File: src/rtl/ysyx_22041405_mem_arbiter_pkg.sv
// Shared definitions for the IF/LS memory arbiter: FSM state encoding and requester IDs.
package ysyx_22041405_mem_arbiter_pkg;

  typedef enum logic [1:0] {
    IDLE = 2'd0,
    REQ  = 2'd1,
    RSP  = 2'd2
  } state_t;

  localparam logic REQ_IF = 1'b0;
  localparam logic REQ_LS = 1'b1;

endpackage

File: src/rtl/ysyx_22041405_rr_arb2.sv
// Two-way round-robin arbiter: grant is one-hot {LS, IF}; last_grant advances on accept.
module ysyx_22041405_rr_arb2
  import ysyx_22041405_mem_arbiter_pkg::*;
(
  input  logic       clk,
  input  logic       rst,
  input  logic [1:0] req,
  input  logic       accept,
  output logic [1:0] grant
);

  logic last_grant;

  // On a tie the requester that was not served last wins.
  always_comb begin
    grant = req;
    if (&req) begin
      grant = (last_grant == REQ_IF) ? 2'b10 : 2'b01;
    end
  end

  always_ff @(posedge clk or posedge rst) begin
    if (rst) begin
      last_grant <= REQ_IF;
    end else if (accept && (|grant)) begin
      last_grant <= grant[1];
    end
  end

endmodule

File: src/rtl/ysyx_22041405_mem_arbiter.sv
// Shares one memory port between instruction fetch and load/store, one transaction at a time.
module ysyx_22041405_mem_arbiter
  import ysyx_22041405_mem_arbiter_pkg::*;
#(
  parameter int WIDTH  = 32,
  parameter int MASK_W = WIDTH / 8
) (
  input  logic              clk,
  input  logic              rst,
  input  logic              if_req_valid,
  output logic              if_req_ready,
  input  logic [WIDTH-1:0]  if_addr,
  output logic              if_rsp_valid,
  output logic [WIDTH-1:0]  if_rsp_rdata,
  input  logic              ls_req_valid,
  output logic              ls_req_ready,
  input  logic              ls_we,
  input  logic [WIDTH-1:0]  ls_addr,
  input  logic [WIDTH-1:0]  ls_wdata,
  input  logic [MASK_W-1:0] ls_wmask,
  output logic              ls_rsp_valid,
  output logic [WIDTH-1:0]  ls_rsp_rdata,
  output logic              mem_req_valid,
  input  logic              mem_req_ready,
  output logic              mem_we,
  output logic [WIDTH-1:0]  mem_addr,
  output logic [WIDTH-1:0]  mem_wdata,
  output logic [MASK_W-1:0] mem_wmask,
  input  logic              mem_rsp_valid,
  input  logic [WIDTH-1:0]  mem_rdata
);

  state_t             state_q, state_d;
  logic [1:0]         grant;
  logic               accept;
  logic               owner_q;
  logic               we_q;
  logic [WIDTH-1:0]   addr_q;
  logic [WIDTH-1:0]   wdata_q;
  logic [MASK_W-1:0]  mask_q;

  ysyx_22041405_rr_arb2 u_rr_arb2 (
    .clk    (clk),
    .rst    (rst),
    .req    ({ls_req_valid, if_req_valid}),
    .accept (accept),
    .grant  (grant)
  );

  always_ff @(posedge clk or posedge rst) begin
    if (rst) begin
      state_q <= IDLE;
    end else begin
      state_q <= state_d;
    end
  end

  // Readies are gated by rst so every output reads 0 while reset is held.
  always_comb begin
    state_d       = state_q;
    accept        = 1'b0;
    if_req_ready  = 1'b0;
    ls_req_ready  = 1'b0;
    mem_req_valid = 1'b0;
    case (state_q)
      IDLE: begin
        if (!rst) begin
          if_req_ready = grant[0];
          ls_req_ready = grant[1];
          accept       = |grant;
        end
        if (accept) state_d = REQ;
      end
      REQ: begin
        mem_req_valid = 1'b1;
        if (mem_req_ready) state_d = RSP;
      end
      RSP: begin
        if (mem_rsp_valid) state_d = IDLE;
      end
      default: state_d = IDLE;
    endcase
  end

  assign mem_we    = mem_req_valid & we_q;
  assign mem_addr  = mem_req_valid ? addr_q  : '0;
  assign mem_wdata = mem_req_valid ? wdata_q : '0;
  assign mem_wmask = mem_req_valid ? mask_q  : '0;

  always_ff @(posedge clk or posedge rst) begin
    if (rst) begin
      owner_q <= REQ_IF;
      we_q    <= 1'b0;
      addr_q  <= '0;
      wdata_q <= '0;
      mask_q  <= '0;
    end else if (accept) begin
      owner_q <= grant[1];
      we_q    <= grant[1] & ls_we;
      addr_q  <= grant[1] ? ls_addr  : if_addr;
      wdata_q <= grant[1] ? ls_wdata : '0;
      mask_q  <= (grant[1] && ls_we) ? ls_wmask : '0;
    end
  end

  always_ff @(posedge clk or posedge rst) begin
    if (rst) begin
      if_rsp_valid <= 1'b0;
      ls_rsp_valid <= 1'b0;
      if_rsp_rdata <= '0;
      ls_rsp_rdata <= '0;
    end else begin
      if_rsp_valid <= 1'b0;
      ls_rsp_valid <= 1'b0;
      if ((state_q == RSP) && mem_rsp_valid) begin
        if (owner_q == REQ_LS) begin
          ls_rsp_valid <= 1'b1;
          ls_rsp_rdata <= mem_rdata;
        end else begin
          if_rsp_valid <= 1'b1;
          if_rsp_rdata <= mem_rdata;
        end
      end
    end
  end

endmodule

File: config.mk
export PLATFORM = sky130hd
export DESIGN_NAME = ysyx_22041405_mem_arbiter
export DESIGN_NICKNAME = d
export VERILOG_FILES = /design/src/rtl/ysyx_22041405_mem_arbiter_pkg.sv /design/src/rtl/ysyx_22041405_rr_arb2.sv /design/src/rtl/ysyx_22041405_mem_arbiter.sv
export SDC_FILE = /design/constraint.sdc
export NUM_CORES = 1
export LEC_CHECK = 0
export ABC_CLOCK_PERIOD_IN_PS = 3800
export BUFFER_PORTS_ARGS = -buffer_cell sky130_fd_sc_hd__buf_4
export CORE_UTILIZATION = 41
export DETAILED_ROUTE_END_ITERATION = 6
export MAX_ROUTING_LAYER = met4
export PLACE_DENSITY_LB_ADDON = 0.2
export SKIP_LAST_GASP = 1
export SLEW_MARGIN = 20
export SYNTH_ARGS = -nofsm -noshare
export SYNTH_HDL_FRONTEND = slang
export SYNTH_SLANG_ARGS = --single-unit
File: constraint.sdc
create_clock -name clk -period 3.8 [get_ports clk]
set_input_delay 0.38 -clock clk [delete_from_list [all_inputs] [get_ports clk]]
set_output_delay 0.38 -clock clk [all_outputs]
set_load 0.01 [all_outputs]
Word level (Yosys, flattened, before mapping) --
Index checks and enable logic that the tools add are counted.
Cells by class: equality and inequality tests 5, reduce and logical (&&, ||, !) cells 9, mux-type cells 24, bitwise logic cells 3
Operator list (number):
- $mux W32 | 4
- $mux W1 | 12
- $mux W2 | 5
- $mux W4 | 2
- $ne A2 B2 Y1 const B | 3
- $pmux W2 S3 | 1
- $reduce_and A2 Y1 | 3
- $logic_and A1 B1 Y1 | 3
- $reduce_and A3 Y1 | 1
- $and A1 B1 Y1 | 2
- $eq A2 B1 Y1 const B | 1
- $eq A2 B2 Y1 const B | 1
- $logic_not A2 Y1 | 1
- $reduce_or A2 Y1 | 1
- $not A1 Y1 | 1
Word-level totals: word-level logic and storage cells 52, bits in registers 139, input bits 139

Longest topological paths before layout --
depth in word-level cells 7, gate-level depth with buffers 5, mapped depth without buffers 3

Cells and area by module --
A second synthesis with hierarchy kept.
Unflattened totals: cells, all modules 425, area, all modules 5970.7 um^2
Modules (own cells, without submodules):
- ysyx_22041405_mem_arbiter | cells each 418, seq. area each 3453.3 um^2, area each 5911.9 um^2, instances 1
- ysyx_22041405_rr_arb2 | cells each 7, seq. area each 25.0 um^2, area each 58.8 um^2, instances 1

Least setup slack after synthesis --
OpenSTA, ideal clock, no wires.
path kind reg2out, start register state_q[0], end output mem_wdata[25], cell stages (with the launch flop) 5, path buffers 2, required time 3.420 ns, data arrival time 1.243 ns, path slack 2.177 ns, cell sequence dfrtp_1 nor2b_1 buf_2 clkbuf_1 and2_1
On the way: longest elaborated chain between the ends 3
Ends and longest elaborated chain:
- start, declared | line ysyx_22041405_mem_arbiter.sv:33 | state_t state_q, state_d;
- start signal, assigned | line ysyx_22041405_mem_arbiter.sv:54 | state_q <= state_d;
- $eq A2 B1 Y1 | line ysyx_22041405_mem_arbiter.sv:65 | case (state_q)
- $mux W1 | line ysyx_22041405_mem_arbiter.sv:65
- named net mem_req_valid | line ysyx_22041405_mem_arbiter.sv:23 | output logic mem_req_valid,
- $mux W32 | line ysyx_22041405_mem_arbiter.sv:87 | assign mem_wdata = mem_req_valid ? wdata_q : '0;
- end, declared | line ysyx_22041405_mem_arbiter.sv:27 | output logic [WIDTH-1:0] mem_wdata,
The timed path passes the listed nets, and every way through them passes these cells.

Worst setup path in the final report --
start register u_rr_arb2.last_grant, end output ls_req_ready
On the way: longest elaborated chain between the ends 4
Ends and longest elaborated chain:
- start, declared | line ysyx_22041405_rr_arb2.sv:12 | logic last_grant;
- start signal, assigned | line ysyx_22041405_rr_arb2.sv:26 | last_grant <= grant[1];
- $mux W2 | line ysyx_22041405_rr_arb2.sv:18 | grant = (last_grant == REQ_IF) ? 2'b10 : 2'b01;
- $mux W2 | line ysyx_22041405_rr_arb2.sv:17 | if (&req) begin
- $mux W1 | line ysyx_22041405_mem_arbiter.sv:67 | if (!rst) begin
- $mux W1 | line ysyx_22041405_mem_arbiter.sv:65
- end, declared | line ysyx_22041405_mem_arbiter.sv:16 | output logic ls_req_ready,
Every way passes these cells.

==> impl_metrics.py <==
metrics = {
    "outcome": {
        "outcome": "finished clean",
    },
    "sta": {
        "finalSetupViolCount": 0,
        "max_freq_mhz": 370,
        "rsz0062_at_grt": "false",
        "fin_crit_ps": 2700,
        "tightest_slew_ps": 1030,
        "fin_tns_setup_ps": 0,
        "hold_violations": 0,
        "slew_headroom": 0.311,
        "skew_ps": 5.69,
        "report.final.slew_viol_count": 0,
        "period_share": 0.711,
    },
    "setup_path": {
        "endpoint": "ls_req_ready",
        "cp_slowest_stage_delay_ps": 650,
        "arrival_ps": 2320,
        "cp.depth": 3,
        "critPathSlowestCell": "nor4_4",
        "r2r_cells": 4,
        "cp.required_ps": 3420,
        "cp-start-kind": "register",
        "endpoint_kind": "primary output",
        "crit_chain": "a21bo_1 -> nor4_4 -> buf_4",
        "r2r-end": "mask_q[2]$_DFFE_PP0P_",
        "critPathLaunch": "u_rr_arb2.last_grant$_DFFE_PP0P_",
        "cp_max_fo": 33,
        "r2r_slack_ps": 1420,
        "r2r_start": "u_rr_arb2.last_grant$_DFFE_PP0P_",
        "critPathTopFamily": "simple AND/OR/NAND/NOR gates",
        "crit_type": "register to primary output",
        "path_buf_inv": 1,
    },
    "final_layout": {
        "drive_gt1_frac": 0.545,
        "fin_nets": 833,
        "final_util": 0.625,
        "final_common_cell": "buf_4",
        "area_growth_pct": 48.1,
        "final_cell_mix": "281 x buf_4, 139 x dfrtp_1, 69 x and2_1, 54 x mux2_2, 34 x a22o_1",
        "antennaDiodeCount": 0,
        "fillers": 1129,
    },
    "clock_network": {
        "htree_levels": 4,
        "clk_latency_ps": 410,
        "cts_hold_buf": 0,
        "clock_path_buffers": 2,
        "cts_sinks": 139,
        "cts_post_setup_buffers_inserted": 0,
        "cts_resized": 0,
        "cts_tree": "done",
        "cts_root_buffer": "clkbuf_16",
        "numCtsBuffers": 17,
        "clk_pin_slew_ps": 60,
    },
    "hold_path": {
        "hold_path.class": "input port to asynchronous set/reset pin",
    },
    "detailed_routing": {
        "drt_iter0_markers": 193,
        "routed_wirelength_um": 15800,
        "postRouteAntennaNets": 0,
        "vias": 4633,
        "via_per_inst": 5.22,
        "drc_errors": 0,
        "post_drt_wl_per_cell_um": 17.9,
        "first_pass_iters": 4,
    },
    "synthesis": {
        "syn-num-nets": 571,
        "yosys.area_share.adder": 0,
        "seq_area_frac_synth": 0.589,
        "syn_area_per_cell_um2": 13.7,
        "synth_top_family_by_area": "compound AO/OA/AOI/OAI gates",
        "yosysWarnings": 0,
        "synth_compound_area_frac": 0.158,
        "synth_xor_area_frac": 0,
        "yosys-top-cells-area": "dfrtp_1 59%, mux2_2 10%, and2_1 7.3%, a22o_1 5.0%, a2bb2oi_1 4.7%",
        "synth-simple-area-share": 0.0898,
        "muxShareOfSynthArea": 0.127,
        "synth.cell_area_um2": 5910,
        "ys_seq_elements": 139,
        "ys_types": 28,
        "synth_top_cell_by_area": "dfrtp_1",
        "yosys.area.top_type_share": 0.589,
        "synth_cells": 432,
    },
    "floorplan": {
        "start_util": 0.422,
        "core_um2": 14000,
        "die_h_um": 122,
        "die_area_um2": 14900,
        "ios": 277,
        "dieWidth_um": 122,
        "row_count": 43,
    },
    "global_routing": {
        "gr-total-overflow": 0,
        "grt_pass1_vias": 4716,
        "grt.total_usage": 0.220,
        "grt_pass1_wl_um": 24000,
        "grt_antenna_before_repair": 0,
        "grt_max_degree": 72,
    },
    "power": {
        "power.density_nw_per_um2": 798,
        "power.leakage_nw": 4.30,
        "fin_total_pwr_w": 0.00698,
        "ir_drop_uv": 449,
    },
    "flow_run": {
        "maxCapViolCount": 0,
    },
    "place": {
        "gp_congestion": 0.838,
        "dp_hpwl_um": 11300,
        "port_buffers": 276,
    },
}
==> how the worst min path moves through the flow <==
stage | start | endpoint | slack [ps]
after floorplan | mask_q[0]$_DFFE_PP0P_ | mask_q[0]$_DFFE_PP0P_ | 460
after global placement | mask_q[0]$_DFFE_PP0P_ | mask_q[0]$_DFFE_PP0P_ | 470
after detailed placement | mask_q[0]$_DFFE_PP0P_ | mask_q[0]$_DFFE_PP0P_ | 480
after CTS | rst | state_q[1]$_DFFE_PP0P_ | 120
after global routing | rst | state_q[1]$_DFFE_PP0P_ | 130
final | rst | state_q[1]$_DFFE_PP0P_ | 100
==> power by group <==
group	total [W]	internal (W)	leakage (nW)	switching, W
clock	0.00175	0.00115	0.305	0.000603
combinational	0.00268	0.00154	2.30	0.00115
sequential	0.00255	0.00217	1.69	0.000386
total	0.00698	0.00485	4.30	0.00213
==> layout make-up <==
cell class / instances / area (um^2) / share of cell area
sequential: 139 / 3480 / 0.398
multi-input combinational: 250 / 2240 / 0.256
timing repair buffer: 283 / 2160 / 0.247
clock buffer: 21 / 470 / 0.0538
tap: 180 / 225 / 0.0257
clock inverter: 11 / 166 / 0.0190
inverter: 3 / 15.0 / 0.00172
==> stage by stage <==
step | hold slack (ps) | setup WS [ps] | area, um^2 | std cells
2_1_floorplan | 458 | 1680 | 5910 | 432
3_3_place_gp | 469 | 1430 | 8080 | 854
3_5_place_dp | 477 | 1340 | 8110 | 855
4_1_cts | 117 | 1070 | 8740 | 887
5_1_grt | 134 | 935 | 8750 | 887
6_report | 101 | 1100 | 8750 | 887
==> worst min-delay path, cell delays in order <==
cell        delay (ps)
buf_4              140
clkinvlp_4          90
buf_12             310
==> cells in the mapped netlist (all sizes together) <==
cell	n
inv	3
nor2	1
mux2	64
clkbuf	23
and2	69
nand2b	1
buf	17
o32ai	32
nand2	1
and4bb	1
nor2b	2
a2bb2oi	32
a32o	4
a21bo	1
nor4	1
o21a	1
nor3b	1
a22o	34
o21ai	1
dfrtp	139
nand4b	1
a21o	2
nor3	1
==> flip-flops by register name, indices dropped and copies added (netlist names) <==
name,flops
ls_rsp_valid,1
ls_rsp_rdata,32
wdata_q,32
state_q,2
we_q,1
addr_q,32
owner_q,1
u_rr_arb2.last_grant,1
mask_q,4
if_rsp_rdata,32
if_rsp_valid,1
==> per-layer routing <==
| layer | track usage | vias to the layer above | wire (um) |
|---|---|---|---|
| li1 | - | 2131 | - |
| met5 | - | - | 0 |
| met1 | 0.251 | 2271 | 6100 |
| met4 | 0.0816 | 0 | 261 |
| met3 | 0.0730 | 21 | 1410 |
| met2 | 0.358 | 210 | 8070 |
==> logic make-up (layout without fill, tap and decap cells) <==
logic type / count (synthesis) / count (layout)
muxes: 64 / 64
AOI/OAI and AO/OA: 107 / 107
buffers and inverters: 43 / 318
and+or+nand+nor: 79 / 79
DFF: 139 / 139
No activity file was read; power rests on OpenSTA's default activity.
